File: src/rtl/prio_encoder_rr_pkg.sv
// Shared constants and helpers for the registered priority encoder family.
// Mode selectors and a constant clog2 usable in parameter defaults.
package prio_encoder_rr_pkg;

    localparam int MODE_FIXED = 0;
    localparam int MODE_RR    = 1;

    // Smallest r with 2**r >= n; usable in parameter defaults.
    function automatic int clog2(input int n);
        int r;
        r = 0;
        for (int k = 0; k < 32; k++) begin
            if ((1 << r) < n) begin
                r = r + 1;
            end
        end
        return r;
    endfunction

endpackage

File: src/rtl/prio_encoder_rr_scan.sv
// Combinational circular find-first: first set bit of req at or after start,
// wrapping at N. Works for any N >= 2, including non-powers of two.
module prio_scan
    import prio_encoder_rr_pkg::*;
#(
    parameter int N = 8,
    parameter int W = clog2(N)
) (
    input  logic [N-1:0] req,
    input  logic [W-1:0] start,
    output logic [W-1:0] idx,
    output logic         found
);

    logic [N-1:0] rot;
    logic [W-1:0] first;
    logic [W:0]   sum;

    // rot[gi] = req[(start + gi) mod N]; start is always < N.
    for (genvar gi = 0; gi < N; gi++) begin : g_rot
        logic [W:0]   pos;
        logic [W-1:0] src;
        assign pos     = {1'b0, start} + (W+1)'(gi);
        assign src     = (pos >= (W+1)'(N)) ? W'(pos - (W+1)'(N)) : W'(pos);
        assign rot[gi] = req[src];
    end

    always_comb begin
        found = 1'b0;
        first = '0;
        for (int i = N - 1; i >= 0; i--) begin
            if (rot[i]) begin
                found = 1'b1;
                first = W'(i);
            end
        end
    end

    assign sum = {1'b0, first} + {1'b0, start};

    always_comb begin
        idx = '0;
        if (found) begin
            idx = (sum >= (W+1)'(N)) ? W'(sum - (W+1)'(N)) : W'(sum);
        end
    end

endmodule

File: src/rtl/prio_encoder_rr.sv
// Registered N-input priority encoder with valid/ready on both sides and
// fixed-priority or round-robin arbitration between simultaneous requests.
module prio_encoder_rr
    import prio_encoder_rr_pkg::*;
#(
    parameter int N    = 8,
    parameter int W    = clog2(N),
    parameter int MODE = MODE_FIXED
) (
    input  logic         clk,
    input  logic         reset,
    input  logic         in_valid,
    input  logic [N-1:0] in_req,
    output logic         in_ready,
    output logic         out_valid,
    input  logic         out_ready,
    output logic [W-1:0] out_idx,
    output logic [N-1:0] out_onehot,
    output logic         out_none,
    output logic         out_multi
);

    logic         valid_q, valid_d;
    logic [W-1:0] idx_q, idx_d;
    logic [N-1:0] onehot_q, onehot_d;
    logic         none_q, none_d;
    logic         multi_q, multi_d;
    logic [W-1:0] rr_ptr_q, rr_ptr_d;

    logic [W-1:0] scan_start;
    logic [W-1:0] scan_idx;
    logic         scan_found;
    logic         accept;

    // Fixed priority is the round-robin search pinned to a start of 0.
    assign scan_start = (MODE == MODE_RR) ? rr_ptr_q : '0;

    prio_scan #(
        .N (N),
        .W (W)
    ) u_scan (
        .req   (in_req),
        .start (scan_start),
        .idx   (scan_idx),
        .found (scan_found)
    );

    assign in_ready = !valid_q || out_ready;
    assign accept   = in_valid && in_ready;

    always_comb begin
        valid_d  = valid_q;
        idx_d    = idx_q;
        onehot_d = onehot_q;
        none_d   = none_q;
        multi_d  = multi_q;
        rr_ptr_d = rr_ptr_q;
        if (accept) begin
            valid_d  = 1'b1;
            idx_d    = scan_found ? scan_idx : '0;
            onehot_d = scan_found ? (N'(1) << scan_idx) : '0;
            none_d   = !scan_found;
            // Clearing the lowest set bit leaves something iff two or more were set.
            multi_d  = |(in_req & (in_req - N'(1)));
            if (scan_found && (MODE == MODE_RR)) begin
                rr_ptr_d = (scan_idx == W'(N - 1)) ? '0 : scan_idx + W'(1);
            end
        end else if (valid_q && out_ready) begin
            valid_d = 1'b0;
        end
    end

    always_ff @(posedge clk) begin
        if (reset) begin
            valid_q  <= 1'b0;
            idx_q    <= '0;
            onehot_q <= '0;
            none_q   <= 1'b0;
            multi_q  <= 1'b0;
            rr_ptr_q <= '0;
        end else begin
            valid_q  <= valid_d;
            idx_q    <= idx_d;
            onehot_q <= onehot_d;
            none_q   <= none_d;
            multi_q  <= multi_d;
            rr_ptr_q <= rr_ptr_d;
        end
    end

    assign out_valid  = valid_q;
    assign out_idx    = idx_q;
    assign out_onehot = onehot_q;
    assign out_none   = none_q;
    assign out_multi  = multi_q;

endmodule

File: config.mk
export PLATFORM = sky130hd
export DESIGN_NAME = prio_encoder_rr
export DESIGN_NICKNAME = d
export VERILOG_FILES = /design/src/rtl/prio_encoder_rr_pkg.sv /design/src/rtl/prio_encoder_rr_scan.sv /design/src/rtl/prio_encoder_rr.sv
export SDC_FILE = /design/constraint.sdc
export NUM_CORES = 1
export LEC_CHECK = 0
export BUFFER_PORTS_ARGS = -buffer_cell sky130_fd_sc_hd__buf_2
export CAP_MARGIN = 20
export CORE_MARGIN = 5
export CORE_UTILIZATION = 48
export DETAILED_ROUTE_END_ITERATION = 7
export HOLD_SLACK_MARGIN = 0.1
export PLACE_DENSITY = 0.88
export SLEW_MARGIN = 30
export SYNTH_ARGS = -nofsm -noshare
export SYNTH_HDL_FRONTEND = slang
export SYNTH_SLANG_ARGS = --single-unit
export TNS_END_PERCENT = 20
File: constraint.sdc
create_clock -name clk -period 2.7 [get_ports clk]
set_input_delay 0.27 -clock clk [delete_from_list [all_inputs] [get_ports clk]]
set_output_delay 0.27 -clock clk [all_outputs]
set_load 0.01 [all_outputs]
**After elaboration in Yosys (flattened, before gate mapping)**

Index checks and enable logic that the tools add are counted.

- Bits in read-only memories: 0
- Bits in writable memories: 0
- Output and inout bits: 15
- Register bits after elaboration: 14
- Bits in latches: 0
- Memories kept: 0

- Equality and inequality tests: 0
- Reductions and logical operators: 7
- $lt $le $gt $ge: 1
- Bitwise operators: 1
- Multiplexer cells: 22
- $add $sub $neg: 2
- Multiply operators: 0
- Shift operators: 1
- Div/mod/pow operators: 0

Operator list:

| kind | count |
|---|---|
| 3-bit two-way mux | 11 |
| 1-bit two-way mux | 10 |
| 8-bit bitwise AND | 1 |
| 8-bit two-way mux | 1 |
| 8-bit OR reduction | 1 |
| 1-bit by 3-bit << shifter with 8-bit output (first input constant) | 1 |
| 8-bit by 1-bit subtractor with 8-bit output (second input constant) | 1 |
| 3-bit by 4-bit >= comparator with 1-bit output (second input constant) | 1 |
| 3-bit by 1-bit subtractor with 3-bit output (second input constant) | 1 |
| 1-bit logical AND | 2 |
| 1-bit logical NOT | 2 |
| 2-bit nonzero test | 1 |
| 1-bit logical OR | 1 |

**Longest topological paths before layout**

- Depth in word-level cells: 13
- Depth in mapped cells: 5
- Mapped depth without buffers: 4

**Modules after synthesis**

Synthesis repeated with hierarchy kept, for this count alone.

- Cell total of the unflattened synthesis: 139
- Area total of the unflattened synthesis: 1,266.2 µm²

By module, submodules not included:

| module | cells an instance | area an instance (µm²) | instances | seq. area each (µm²) |
|---|---|---|---|---|
| prio_scan | 70 | 684.4 | 1 | 0.0 |
| prio_encoder_rr | 69 | 581.8 | 1 | 280.3 |

**Worst setup path after synthesis**

OpenSTA, ideal clock, no wires.

- Path type: input port to flip-flop
- From: in in_req[3]
- To: reg onehot_q[6] (netlist: out_onehot[6])
- Stages on the path: 4
- Required time: 2.630 ns
- Data arrival time: 1.254 ns
- Slack: 1.375 ns
- Setup time: 0.070 ns
- Cells stage by stage: nor4_4 -> nand3_2 -> or3b_1 -> a21oi_1

- Word-level cells in the longest chain between the ends: 9
- Elaborated cells on any way between the ends: 14
- Classes of those cells: add/sub (1); order compare (1); shift (1); mux (11)

RTL lines:

| element | line | source |
|---|---|---|
| from (decl) | prio_encoder_rr.sv:13 | `input logic [N-1:0] in_req,` |
| 3-bit two-way mux (4 in a row) | prio_encoder_rr_scan.sv:32 | `if (rot[i]) begin` |
| 3-bit by 4-bit >= comparator with 1-bit output / 3-bit by 1-bit subtractor with 3-bit output (equally long branches) | prio_encoder_rr_scan.sv:44 | `idx = (sum >= (W+1)'(N)) ? W'(sum - (W+1)'(N)) : W'(sum);` |
| 3-bit two-way mux | prio_encoder_rr_scan.sv:44 |  |
| 3-bit two-way mux | prio_encoder_rr_scan.sv:43 | `if (found) begin` |
| 1-bit by 3-bit << shifter with 8-bit output | prio_encoder_rr.sv:61 | `onehot_d = scan_found ? (N'(1) << scan_idx) : '0;` |
| 8-bit two-way mux * | prio_encoder_rr.sv:61 |  |
| to (signal assigned) | prio_encoder_rr.sv:84 | `onehot_q <= onehot_d;` |
| to (decl) | prio_encoder_rr.sv:25 | `logic [N-1:0] onehot_q, onehot_d;` |

Every way passes the cells marked *; elsewhere a longest branch is shown, timed or not.
A chain may end at the register's enable or synchronous reset.

**Worst setup path after layout**

- From: reg valid_q (netlist: out_valid)
- To: reg onehot_q[3] (netlist: out_onehot[3])

- Word-level cells in the longest chain between the ends: 3

RTL lines:

| element | line | source |
|---|---|---|
| from (decl) | prio_encoder_rr.sv:23 | `logic valid_q, valid_d;` |
| from (signal assigned) | prio_encoder_rr.sv:82 | `valid_q <= valid_d;` |
| 1-bit logical NOT | prio_encoder_rr.sv:48 | `assign in_ready = !valid_q \|\| out_ready;` |
| 1-bit logical OR | prio_encoder_rr.sv:48 |  |
| 1-bit logical AND | prio_encoder_rr.sv:49 | `assign accept = in_valid && in_ready;` |

No other way between the ends.

==> results.tsv <==
metric	value	unit
outcome	complete, no violations	
count of pins over their slew limit	0	
worst hold path class	in -> reg	
Post-CTS Hold Fix Bufs	0	
# diodes	0	
YS warnings	0	
routed vias	683	
WP data required	2.92	ns
Routed WL	1620	µm
chip width	46.4	µm
post-synthesis register bit count	14	
most common cell in the netlist	dfxtp_1	
CTS tree	yes	
worst path cell trace	nand2b_1 -> nand2_1 -> or3_1 -> a21oi_1	
CP max stage cell	or3_1	
clock transition at the registers of the reported paths	0.09	ns
Finished Layout Cells	121	
share of power burned in registers	0.502	
Post-synth top flop	dfxtp_1	
Synth Area in Compound Gates	0.212	
Sink Count	14	
mux cell area share after synthesis	0	
Post-Syn Area per Cell	8.06	µm²
FF-to-FF Start	out_valid	
DRT antenna net count	0	
Setup Fix Bufs, Post-CTS	0	
Core Area	1280	µm²
Max transition margin	0.637	
Post-Place Setup Slack	1.13	ns
post-synth top area cell	dfxtp_1	
post_cts resized	0	
area share of the leading cell type in the synthesized netlist	0.440	
period utilisation layout	0.519	
reg2reg path depth	4	
fmax	714	MHz
hpwl dp	1210	µm
htree depth	1	
critical path type	reg -> reg	
unrepaired setup endpoints after global routing	false	
Synth async-reset ratio	0	
skew final	0.00327	ns
vias in the first global route	620	
Gate power share	0.141	
Worst Path Max Fanout	14	
R2R Setup Slk	1.30	ns
filler instances	116	
Final nets	119	
Cells after DPL	117	
die height	46.4	µm
startpoint types	flop	
fin crit period	1.40	ns
number of synthesized flops with an enable pin	0	
I/O pin count	27	
PwrDens	528	nW/µm²
worst reg2reg endpoint	out_onehot[3]	
unique cell type count in the Yosys netlist	25	
Row Count	13	
drt pass-1 iters	4	
most area-consuming cells after synthesis	dfxtp_1, a21oi_1, nand2_1	
combinational family with the most area after synthesis	simple AND/OR/NAND/NOR gates	
Slew @ Worst Pin	0.544	ns
design area	811	µm²
routability congestion estimate	0.809	
die footprint	2160	µm²
CTS max path bufs	2	
DR vias/cell	5.64	
initial antenna violation count	0	
Post-Synth Simple-Gate Area	0.318	
Fin Setup TNS	0	ns
First DRT Iteration DRCs	32	
syn_nets	91	
peak supply drop	0.297	mV
total gr overflow	0	
Final Hold Viols	0	
DRC	0	
Synth Cell Area	637	µm²
Routed WL per cell	13.4	µm
synthesis-to-finish area growth	27.3	%
port buffer count	26	
register area	280	µm²
GR Util All Layers	0.175	
share of cells above drive strength 1	0.302	
Worst Hold Endpoint	out_valid	
Worst Path Arrival	1.62	ns
first-pass GRT wire length	2650	µm
Leak	0.000345	µW
multi-input logic area	338	µm²
post-synthesis xor/xnor area fraction	0	
CP max stage delay	0.45	ns
hold path start	in_valid	
Initial Util	0.496	
root buf cell	clkbuf_4	
internal power	316	µW
Num CTS Buffers	3	
sw frac	0.262	
Commonest cells post-synth	dfxtp_1, a21oi_1, nand2_1	
setup violators final	0	
final worst slack	1.30	ns
Skew-Pair Late Insertion Delay	0.28	ns
Worst Hold Depth	3	
# Max-Cap Violations	0	
Synth Area in Adders	0	
largest net degree at the start of global routing	16	
dpl cell area	774	µm²
post-synthesis cell count	79	
Psw	112	µW
post-synthesis sequential area ratio	0.440	
CP Capture Type	flop	
Clk pwr share	0.356	
[critical path, delay by kind of cell (launching register included)]
family	cells	cell delay, ns
AOI/OAI and AO/OA	1	0.14
and+or+nand+nor	3	0.89
DFF	1	0.32
[flip-flops by register name, summed over array words and instances, names as in the netlist]
signal / flops
out_multi: 1
out_onehot: 8
out_idx: 3
out_none: 1
out_valid: 1
[layer usage]
layer  up-vias  GRT usage  wire [µm]  part of all wire
met1       301      0.219        697              0.43
met3         6     0.0430        138             0.085
met2        38      0.247        736              0.45
met5         -          0          0                 0
met4         0      0.142         47             0.029
li1        338          -          -                 -
[stage by stage]
step | utilization | total power (µW) | hold slack, ns
after floorplan | - | 250 | 0.339
after global placement | 0.603 | 277 | 0.434
after detailed placement | 0.603 | 280 | 0.441
after CTS | 0.631 | 427 | 0.258
after global routing | 0.631 | 446 | 0.273
final | 0.631 | 428 | 0.256
[area by class of cell]
type / count / share of cell area
Tap cell: 15 / 0.0231
Multi-Input combinational cell: 60 / 0.417
Inverter: 2 / 0.00926
Sequential cell: 14 / 0.346
Timing Repair Buffer: 26 / 0.160
Clock buffer: 4 / 0.0448
[power by group through the flow]
stage                     clock, µW  combinational [µW]  sequential [µW]
after global placement            0                57.9              220
after detailed placement          0                59.9              220
after CTS                       152                60.0              215
after floorplan                   0                27.5              223
after global routing            163                66.9              216
final                           153                60.5              215
[kinds of logic after synthesis]
kind of cell | after synthesis
buffers and inverters | 5
AO/OA/AOI/OAI | 22
flip-flops | 14
AND/OR/NAND/NOR | 38
[how the worst max path moves through the flow]
stage                         start             to  slack (ns)  depth (start not counted)
after global placement    in_req[3]  out_onehot[6]        1.18                          5
after global routing      out_valid  out_onehot[3]        1.15                          4
after detailed placement  in_req[3]  out_onehot[6]        1.13                          5
after floorplan           in_req[3]  out_onehot[6]        1.38                          4
after CTS                 out_valid  out_onehot[3]        1.28                          4
final                     out_valid  out_onehot[3]        1.30                          4
[cells in the final DEF (no fill, tap or decap), types with 2 or more instances in the layout]
| cell | instances |
|---|---|
| a21oi_1 | 13 |
| buf_2 | 26 |
| clkbuf_4 | 3 |
| dfxtp_1 | 14 |
| inv_1 | 2 |
| nand2_1 | 13 |
| nand2b_1 | 2 |
| nand3_1 | 3 |
| nand3b_1 | 2 |
| nor2_1 | 8 |
| nor3_1 | 2 |
| o21ai_0 | 2 |
| or3_1 | 2 |
Power figures use the tool's default switching activity.
